[config.mk]
export PLATFORM = sky130hd
export DESIGN_NAME = led_strip_tx
export DESIGN_NICKNAME = d
export VERILOG_FILES = /design/src/rtl/led_strip_pkg.sv /design/src/rtl/led_bit_encoder.sv /design/src/rtl/led_strip_tx.sv
export SDC_FILE = /design/constraint.sdc
export NUM_CORES = 1
export LEC_CHECK = 0
export BUFFER_PORTS_ARGS = -buffer_cell sky130_fd_sc_hd__buf_2
export CORE_ASPECT_RATIO = 1.4
export CORE_UTILIZATION = 50
export CTS_CLUSTER_SIZE = 8
export DETAILED_ROUTE_END_ITERATION = 6
export PLACE_DENSITY_LB_ADDON = 0.12
export SYNTH_ARGS = -nofsm -noshare
export SYNTH_HDL_FRONTEND = slang
export SYNTH_SLANG_ARGS = --single-unit
[constraint.sdc]
create_clock -name pixel_clk_i -period 3 [get_ports pixel_clk_i]
set_input_delay 0.45 -clock pixel_clk_i [delete_from_list [all_inputs] [get_ports pixel_clk_i]]
set_output_delay 0.45 -clock pixel_clk_i [all_outputs]
set_load 0.02 [all_outputs]
[src/rtl/led_strip_pkg.sv]
// Shared types and default timing for the LED strip serializer.
package led_strip_pkg;
    typedef enum logic [2:0] {IDLE, FETCH, WAIT, SHIFT, LATCH} state_t;
    typedef logic [23:0] pixel_t;  // {G[7:0], R[7:0], B[7:0]}

    localparam int LED_ADDR_W           = 10;
    localparam int DEF_LED_COUNT        = 237;
    localparam int DEF_T0H              = 35;
    localparam int DEF_T1H              = 70;
    localparam int DEF_TBIT             = 125;
    localparam int DEF_LATCH_CYCLES     = 5000;
endpackage

[src/rtl/led_bit_encoder.sv]
// One-wire bit encoder: a load starts a TBIT-cycle period whose high time
// depends on the bit value; bit_end flags the final cycle of the period.
module led_bit_encoder #(
    parameter int T0H  = 35,
    parameter int T1H  = 70,
    parameter int TBIT = 125
) (
    input  logic clk,
    input  logic reset,
    input  logic load,
    input  logic bit_val,
    output logic led,
    output logic bit_end
);
    localparam int CW = $clog2(TBIT);

    logic [CW-1:0] cnt;
    logic          cur_bit;
    logic          active;

    always_comb bit_end = active && (cnt == CW'(TBIT - 1));

    // led is registered, so it is computed from the counter value of the next cycle.
    always_ff @(posedge clk) begin
        if (reset) begin
            cnt     <= '0;
            cur_bit <= 1'b0;
            active  <= 1'b0;
            led     <= 1'b0;
        end else if (load) begin
            cnt     <= '0;
            cur_bit <= bit_val;
            active  <= 1'b1;
            led     <= 1'b1;
        end else if (bit_end) begin
            cnt    <= '0;
            active <= 1'b0;
            led    <= 1'b0;
        end else if (active) begin
            cnt <= cnt + 1'b1;
            led <= (int'(cnt) + 1 < (cur_bit ? T1H : T0H));
        end
    end
endmodule

[src/rtl/led_strip_tx.sv]
// LED strip frame serializer: fetches GRB words from pixel RAM and drives the
// one-wire data line. Define LED_STRIP_TX_AUTO_REFRESH_EN for continuous refresh.
module led_strip_tx
    import led_strip_pkg::*;
#(
    parameter int LED_COUNT    = DEF_LED_COUNT,
    parameter int T0H          = DEF_T0H,
    parameter int T1H          = DEF_T1H,
    parameter int TBIT         = DEF_TBIT,
    parameter int LATCH_CYCLES = DEF_LATCH_CYCLES
) (
    input  logic                  pixel_clk_i,
    input  logic                  reset_i,
    input  logic                  start_i,
    output logic                  busy_o,
    output logic                  done_o,
    output logic [LED_ADDR_W-1:0] ram_addr_o,
    output logic                  ram_rd_o,
    input  pixel_t                ram_data_i,
    output logic                  led_data_o
);
    localparam int LW = (LATCH_CYCLES > 1) ? $clog2(LATCH_CYCLES) : 1;

    state_t                state;
    pixel_t                sreg;
    pixel_t                next_word;
    logic [LED_ADDR_W-1:0] pix_idx;
    logic [4:0]            bit_idx;
    logic [LW-1:0]         latch_cnt;
    logic                  rd_q;
    logic                  last_pixel;
    logic                  enc_load;
    logic                  enc_bit;
    logic                  enc_end;

    always_comb last_pixel = (pix_idx == LED_ADDR_W'(LED_COUNT - 1));

    // sreg is kept pre-shifted: its MSB is always the next bit to hand to the encoder.
    always_comb begin
        enc_load = 1'b0;
        enc_bit  = 1'b0;
        case (state)
            WAIT: begin
                enc_load = 1'b1;
                enc_bit  = ram_data_i[23];
            end
            SHIFT: begin
                if (enc_end) begin
                    if (bit_idx != '0) begin
                        enc_load = 1'b1;
                        enc_bit  = sreg[23];
                    end else if (!last_pixel) begin
                        enc_load = 1'b1;
                        enc_bit  = next_word[23];
                    end
                end
            end
            default: ;
        endcase
    end

    led_bit_encoder #(
        .T0H (T0H),
        .T1H (T1H),
        .TBIT(TBIT)
    ) u_enc (
        .clk    (pixel_clk_i),
        .reset  (reset_i),
        .load   (enc_load),
        .bit_val(enc_bit),
        .led    (led_data_o),
        .bit_end(enc_end)
    );

    always_ff @(posedge pixel_clk_i) begin
        if (reset_i) begin
            state      <= IDLE;
            sreg       <= '0;
            next_word  <= '0;
            pix_idx    <= '0;
            bit_idx    <= '0;
            latch_cnt  <= '0;
            rd_q       <= 1'b0;
            busy_o     <= 1'b0;
            done_o     <= 1'b0;
            ram_addr_o <= '0;
            ram_rd_o   <= 1'b0;
        end else begin
            rd_q     <= ram_rd_o;
            ram_rd_o <= 1'b0;
            done_o   <= 1'b0;
            case (state)
                IDLE: begin
                    if (start_i) begin
                        state      <= FETCH;
                        busy_o     <= 1'b1;
                        ram_addr_o <= '0;
                        ram_rd_o   <= 1'b1;
                    end
                end
                FETCH: state <= WAIT;
                WAIT: begin
                    sreg    <= {ram_data_i[22:0], 1'b0};
                    pix_idx <= '0;
                    bit_idx <= 5'd23;
                    state   <= SHIFT;
                end
                SHIFT: begin
                    if (rd_q) next_word <= ram_data_i;
                    if (enc_end) begin
                        if (bit_idx != '0) begin
                            sreg    <= sreg << 1;
                            bit_idx <= bit_idx - 1'b1;
                            // Bit 0 is about to start: prefetch the next pixel during its first cycle.
                            if (bit_idx == 5'd1 && !last_pixel) begin
                                ram_addr_o <= pix_idx + 1'b1;
                                ram_rd_o   <= 1'b1;
                            end
                        end else if (last_pixel) begin
                            state     <= LATCH;
                            latch_cnt <= '0;
                            done_o    <= (LATCH_CYCLES == 1);
                        end else begin
                            sreg    <= {next_word[22:0], 1'b0};
                            pix_idx <= pix_idx + 1'b1;
                            bit_idx <= 5'd23;
                        end
                    end
                end
                LATCH: begin
                    if (latch_cnt == LW'(LATCH_CYCLES - 1)) begin
                        latch_cnt <= '0;
`ifdef LED_STRIP_TX_AUTO_REFRESH_EN
                        state      <= FETCH;
                        ram_addr_o <= '0;
                        ram_rd_o   <= 1'b1;
`else
                        state  <= IDLE;
                        busy_o <= 1'b0;
`endif
                    end else begin
                        latch_cnt <= latch_cnt + 1'b1;
                        done_o    <= (int'(latch_cnt) + 1 == LATCH_CYCLES - 1);
                    end
                end
                default: state <= IDLE;
            endcase
        end
    end
endmodule

* After elaboration in Yosys (flattened, before gate mapping)
Index checks and enable logic that the tools add are counted.
Storage, ports and cells: bits of input ports 27, bits in registers 103
Operators by class: mux-type cells 50, order comparisons 1, eq/ne operators 18, bitwise gates (word level) 1, reduce and logical (&&, ||, !) cells 20, add/sub/neg operators 6
Operators by type and width (number):
- 24-bit two-way mux | 3
- 10-bit two-way mux | 7
- 13-bit two-way mux | 4
- 24-bit one-hot mux with 2 select lines | 1
- 10-bit one-hot mux with 2 select lines | 2
- 32-bit less-than comparator | 1
- 13-bit one-hot mux with 2 select lines | 1
- 1-bit two-way mux | 17
- 2-bit inequality test (second input constant) | 8
- 3-bit two-way mux | 5
- 5-bit two-way mux | 3
- 3-bit one-hot mux with 5 select lines | 1
- 13-bit by 1-bit adder with 14-bit output (second input constant) | 1
- 14-bit by 13-bit equality test with 1-bit output (second input constant) | 1
- 13-bit by 1-bit adder with 13-bit output (second input constant) | 1
- 13-bit equality test (second input constant) | 1
- 10-bit by 1-bit adder with 10-bit output (second input constant) | 1
- 10-bit by 8-bit equality test with 1-bit output (second input constant) | 1
- 5-bit one-hot mux with 2 select lines | 1
- 5-bit AND reduction | 2
- 2-bit nonzero test | 5
- 7-bit by 1-bit adder with 8-bit output (second input constant) | 1
- 1-bit one-hot mux with 2 select lines | 4
- 4-bit AND reduction | 2
- other kinds (18) | 22

* Depth between registers and ports, before layout
depth after elaboration 7, mapped depth 10

* By module
Synthesis repeated with hierarchy kept, for this count alone.
Unflattened totals: cell total of the unflattened synthesis 675, area, all modules 5236.3 µm²
Modules (own cells, without submodules):
- led_strip_tx | seq. area each 1841.8 µm², area an instance 4611.9 µm², instances 1, cells an instance 603
- led_bit_encoder | seq. area each 200.2 µm², area an instance 624.3 µm², instances 1, cells an instance 72

* Worst setup path after synthesis
No wires, ideal clock.
path type register to register, from register u_enc.cnt[0], to register u_enc.led, cell stages (with the launch flop) 10, path buffers 1, required time 2926 ps, setup time 74 ps, clock period less this slack 2300 ps, arrival 2226 ps, setup slack 700 ps, path through dfxtp_1 clkbuf_1 inv_1 nor3_1 xor2_1 ha_1 a311oi_1 a21oi_1 or4b_2 a31oi_1
On the way: word-level cells in the longest chain between the ends 5, elaborated cells on any way between the ends 10, classes of those cells 1 x add/sub; 1 x order compare; 1 x eq/ne; 5 x mux; 2 x reduce/logical
Ends and longest elaborated chain:
- start: declaration | line led_bit_encoder.sv:17 | logic [CW-1:0] cnt;
- start signal: assignment | line led_bit_encoder.sv:40 | cnt <= cnt + 1'b1;
- 7-bit by 1-bit adder with 8-bit output / 7-bit equality test (equally long branches) | line led_bit_encoder.sv:41, led_bit_encoder.sv:21
- 32-bit less-than comparator / 1-bit logical AND (equally long branches) | line led_bit_encoder.sv:41, led_bit_encoder.sv:21
- 1-bit two-way mux (on tied branches) | line led_bit_encoder.sv:39, led_strip_tx.sv:48
- 1-bit two-way mux / 1-bit one-hot mux with 2 select lines (equally long branches) | line led_bit_encoder.sv:35, led_strip_tx.sv:42
- 1-bit two-way mux / 3-bit nonzero test (equally long branches)
- end signal: assignment | line led_bit_encoder.sv:41 | led <= (int'(cnt) + 1 < (cur_bit ? T1H : T0H));
- end: declaration | line led_bit_encoder.sv:12 | output logic led,
Several ways; a longest one is shown, not always the timed one. The select of a mux whose other input is x is not followed. A chain may end at the register's enable or synchronous reset.

* Final worst setup path
Same ends and word-level chain as after synthesis.

==> results list <==
- Setup Buffers After CTS: 0
- In this run, synthesis produced a sequential element count of 102.
- CP startpoint kind: flip-flop
- I/O Pins: 41
- For this run, the register share of the synthesized area comes to 0.3958.
- Critical path endpoint category: flip-flop
- For this block, the initial DRC count from the detailed router was 320.
- In this run the worst hold path is classified as input port to flip-flop.
* Average wire length per cell after detail routing: roughly 16 um
- DRC violations left: 0
* Overflow left after global routing: 0
* Crit Path Class: flip-flop to flip-flop
- Walking the worst path, the cells encountered are ha_1 -> xor2_1 -> ha_1 -> a311oi_1 -> a21oi_1 -> or4b_2 -> a31oi_1.
- Synthesis-to-layout area growth: 12.08%
* Syn avg cell area: 7.746 um2
* Layout cell share with drive strength beyond 1: 0.1241
- For this run, the detailed router's first-pass iteration total came to 4.
- Hold repair after CTS inserted 0 buffers.
* Setup repair after global routing missed its margin: false
- Remaining antenna violation count after routing: 0
* Clock buffer count from CTS: 9
- Leakage: 1.943 nW
- Across every metal layer, demand over resource in global routing totals 0.2495.
- The run finished with clean final reports.
- Largest cells by area after synthesis: sky130_fd_sc_hd__dfxtp_1 (40%), sky130_fd_sc_hd__nand2_1 (9.0%), sky130_fd_sc_hd__a21oi_1 (7.7%)
- Vias per inst: 5.959
- Counting flops with an async set or reset pin after synthesis yields a share of 0.
- Number of violations of the max-capacitance limit: 0
- Number of input and output port buffers inserted: 40
- Static timing analysis puts the maximum clock frequency at 395.6 MHz.
- Synthesis produced a netlist whose cell count is between 600 and 700.
- Worst-skew pair later-pin latency: 0.35 ns
- The slowest stage of the critical path is the sky130_fd_sc_hd__or4b_2 cell.
- Vias in the first global route: ~4400
* Htree depth: 3
- Setup violations remaining at the end of the flow were counted as 0.
- For the final database, setup skew stands at approximately 0.012 ns.
- Max stage delay on crit path: about 0.64 ns
- Along the worst path, the maximum fanout reaches 8.
- For this design, the sink count on the clock tree is 102.
* Number of vias in the routed layout: 4886
* Final total power: about 0.003 W
* Final worst-path cycle share: 0.8425
* Number of resized instances in the post-cts repair step: 0
- Post-route setup TNS: 0 ns
- The number of nets in the synthesized netlist is 705.
- Last weighted congestion value of the routability-driven placer: just under 0.9
- Measured along the y axis, the die boundary spans between 100 and 150 um.
- For this run, the leading register cell type out of synthesis is sky130_fd_sc_hd__dfxtp_1.
* Dpl hpwl: ~8300 um
- Largest net degree at the start of global routing: 46
- Starting density of the core: 0.5183
- Leading area contributor after synthesis: sky130_fd_sc_hd__dfxtp_1
* Final worst path period need: 2.528 ns
- Data required time of the worst path: 3.26 ns
- Of the post-synthesis cell area, the dominant cell type holds 0.3958.
- Yosys cell types: 55
- Once layout is done, the placed cells without fillers occupy approximately 5800 um2.
* Root cell of the clock tree: sky130_fd_sc_hd__clkbuf_16
* Most prevalent standard cell on the critical path: sky130_fd_sc_hd__ha_1
* Number of antenna cells inserted: 0
* Worst path top cell family by delay: simple AND/OR/NAND/NOR gates
* Pre-CTS setup slack: 0.5040 ns
- Global-route wire length before repair: between 20000 and 25000 um
- The initial antenna violation count was 0.
- Placement Rows: 43
* Clock-pin slew on the worst setup and hold paths: 0.07 ns
- Buf+Inv Stages, Crit Path: 0
- Data on the critical path arrives at its endpoint at 2.79 ns.
- The final layout contains routed wiring with a total length of 12840 um.
- Hold Vio Cnt, Final: 0
- Remaining max-slew budget at the tightest pin: 0.5652
- Final-report max-slew violation count: 0
- DIE AREA: 10730 um2
- The cell area that synthesis handed to floorplanning was 5159 um2.
* Max clock buf depth: 2
- TritonCTS clock tree: yes
- Post-synth EDFFs: 0
- Cell Pwr Density: 529.3 nW/um2
- The die is 87.85 um wide.
- At the pin with the least slew margin, the transition time is roughly 0.65 ns.
- Max rail drop VDD: roughly 0.00035 V
- Total of warnings raised by yosys: 0
- The core region is around 10000 um2.
- Final Util: 0.5809
- Number of nets in the layout: just over 700
- Placed cell areas: approximately 5500 um2
- Min setup slack post-route: 0.4725 ns
-- report_power, final --
part | internal [W] | switching, W | total (W)
sequential | 0.00139 | 0.0000318 | 0.00142
clock | 0.000767 | 0.000534 | 0.00130
combinational | 0.000113 | 0.000223 | 0.000335
-- state kept, by name, summed over array words and instances (netlist names) --
signal and count:
sreg 23, next_word 24, ram_rd_o 1, u_enc.cur_bit 1, busy_o 1, ram_addr_o 10
pix_idx 10, bit_idx 5, u_enc.active 1, u_enc.led 1, done_o 1, rd_q 1
latch_cnt 13, state 3, u_enc.cnt 7
-- synthesized netlist by cell type (2+ instances only) --
library cell / instances
sky130_fd_sc_hd__nand2b_1: 8
sky130_fd_sc_hd__ha_1: 12
sky130_fd_sc_hd__or4_1: 4
sky130_fd_sc_hd__a311o_1: 2
sky130_fd_sc_hd__mux2i_1: 7
sky130_fd_sc_hd__clkbuf_1: 40
sky130_fd_sc_hd__o2111ai_1: 22
sky130_fd_sc_hd__a22o_1: 2
sky130_fd_sc_hd__buf_2: 12
sky130_fd_sc_hd__nor3b_1: 2
sky130_fd_sc_hd__nor4b_1: 2
sky130_fd_sc_hd__o21ai_0: 42
sky130_fd_sc_hd__o31ai_1: 2
sky130_fd_sc_hd__dfxtp_1: 102
sky130_fd_sc_hd__nor4b_2: 2
sky130_fd_sc_hd__and4_1: 3
sky130_fd_sc_hd__a41oi_1: 3
sky130_fd_sc_hd__nand4_1: 12
sky130_fd_sc_hd__nor4_1: 6
sky130_fd_sc_hd__a31o_2: 2
sky130_fd_sc_hd__xnor2_1: 8
sky130_fd_sc_hd__inv_1: 13
sky130_fd_sc_hd__xor2_1: 12
sky130_fd_sc_hd__or4b_2: 2
sky130_fd_sc_hd__nand3_1: 37
sky130_fd_sc_hd__nor3_1: 11
sky130_fd_sc_hd__nand2_1: 124
sky130_fd_sc_hd__a31oi_1: 2
sky130_fd_sc_hd__a311oi_1: 14
sky130_fd_sc_hd__nor2_1: 34
sky130_fd_sc_hd__or3_1: 8
sky130_fd_sc_hd__a21oi_1: 79
sky130_fd_sc_hd__or2_2: 3
sky130_fd_sc_hd__buf_1: 3
sky130_fd_sc_hd__and3_1: 6
sky130_fd_sc_hd__nor2b_1: 3
sky130_fd_sc_hd__o22ai_1: 2
-- worst register-to-register path, stage by stage (launching register included) --
cell                       delay [ns]
sky130_fd_sc_hd__dfxtp_1         0.48
sky130_fd_sc_hd__ha_1            0.31
sky130_fd_sc_hd__xor2_1          0.20
sky130_fd_sc_hd__ha_1            0.25
sky130_fd_sc_hd__a311oi_1        0.27
sky130_fd_sc_hd__a21oi_1         0.10
sky130_fd_sc_hd__or4b_2          0.64
sky130_fd_sc_hd__a31oi_1         0.20
-- cell usage in the layout (no fill, tap or decap), types with 3 or more instances in the layout --
master / synthesis / layout
sky130_fd_sc_hd__or4_1: 4 / 4
sky130_fd_sc_hd__a311oi_1: 14 / 14
sky130_fd_sc_hd__a41oi_1: 3 / 3
sky130_fd_sc_hd__nor2_1: 34 / 34
sky130_fd_sc_hd__nor4_1: 6 / 6
sky130_fd_sc_hd__inv_1: 13 / 13
sky130_fd_sc_hd__nand2_1: 124 / 124
sky130_fd_sc_hd__clkbuf_16: 0 / 9
sky130_fd_sc_hd__ha_1: 12 / 12
sky130_fd_sc_hd__o21ai_0: 42 / 42
sky130_fd_sc_hd__nand3_1: 37 / 37
sky130_fd_sc_hd__and4_1: 3 / 3
sky130_fd_sc_hd__nor3_1: 11 / 11
sky130_fd_sc_hd__o2111ai_1: 22 / 22
sky130_fd_sc_hd__buf_2: 12 / 40
sky130_fd_sc_hd__nand2b_1: 8 / 8
sky130_fd_sc_hd__and3_1: 6 / 6
sky130_fd_sc_hd__xor2_1: 12 / 12
sky130_fd_sc_hd__or2_2: 3 / 3
sky130_fd_sc_hd__dfxtp_1: 102 / 102
sky130_fd_sc_hd__xnor2_1: 8 / 8
sky130_fd_sc_hd__nor2b_1: 3 / 3
sky130_fd_sc_hd__buf_4: 0 / 18
sky130_fd_sc_hd__a21oi_1: 79 / 79
sky130_fd_sc_hd__nand4_1: 12 / 12
sky130_fd_sc_hd__mux2i_1: 7 / 7
sky130_fd_sc_hd__or3_1: 8 / 8
-- cell families (layout without fill, tap and decap cells) --
family                     after synthesis  in the layout  share of synthesized area
muxes                                    7              7                    0.01358
AOI/OAI and AO/OA                      185            185                     0.2239
adders and majority gates               12             12                    0.02910
buffers and inverters                   69             88                    0.05312
and+or+nand+nor                        271            271                     0.2506
xor gates and xnor gates                20             20                    0.03396
DFF                                    102            102                     0.3958
-- path summary, 6_finish.rpt --
kind | start | endpoint | slack (ns) | cells past startpoint
worst max-delay path | u_enc.cnt[0] | u_enc.led | 0.47 | 7
worst min-delay path | ram_data_i[15] | next_word[15] | 0.35 | 3
worst max register to register | u_enc.cnt[0] | u_enc.led | 0.47 | 7
worst min register to register | next_word[6] | next_word[6] | 0.46 | 2
-- per-stage QoR --
stage,hold slack [ns],cells
finish,0.3486,820
global route,0.3451,820
CTS,0.3440,820
detailed placement,0.4452,804
global placement,0.4423,804
floorplan,0.4319,666
-- final cells by class --
cell class,count,area [um2]
Clock buffer,11,242.7
Clock inverter,5,88.84
Fill cell,938,4172
Inverter,14,52.55
Multi-Input combinational cell,495,2851
Sequential cell,102,2042
Tap cell,135,168.9
Timing Repair Buffer,58,335.3
-- metal layers --
metal | GRT usage | vias to the layer above | share of wire
li1 | - | 2426 | -
met1 | 0.3236 | 2346 | 0.46
met2 | 0.4172 | 102 | 0.49
met3 | 0.04268 | 12 | 0.042
met4 | 0.07992 | 0 | 0.014
met5 | 0 | - | 0
Note: power is estimated with default switching activity, not from simulation.
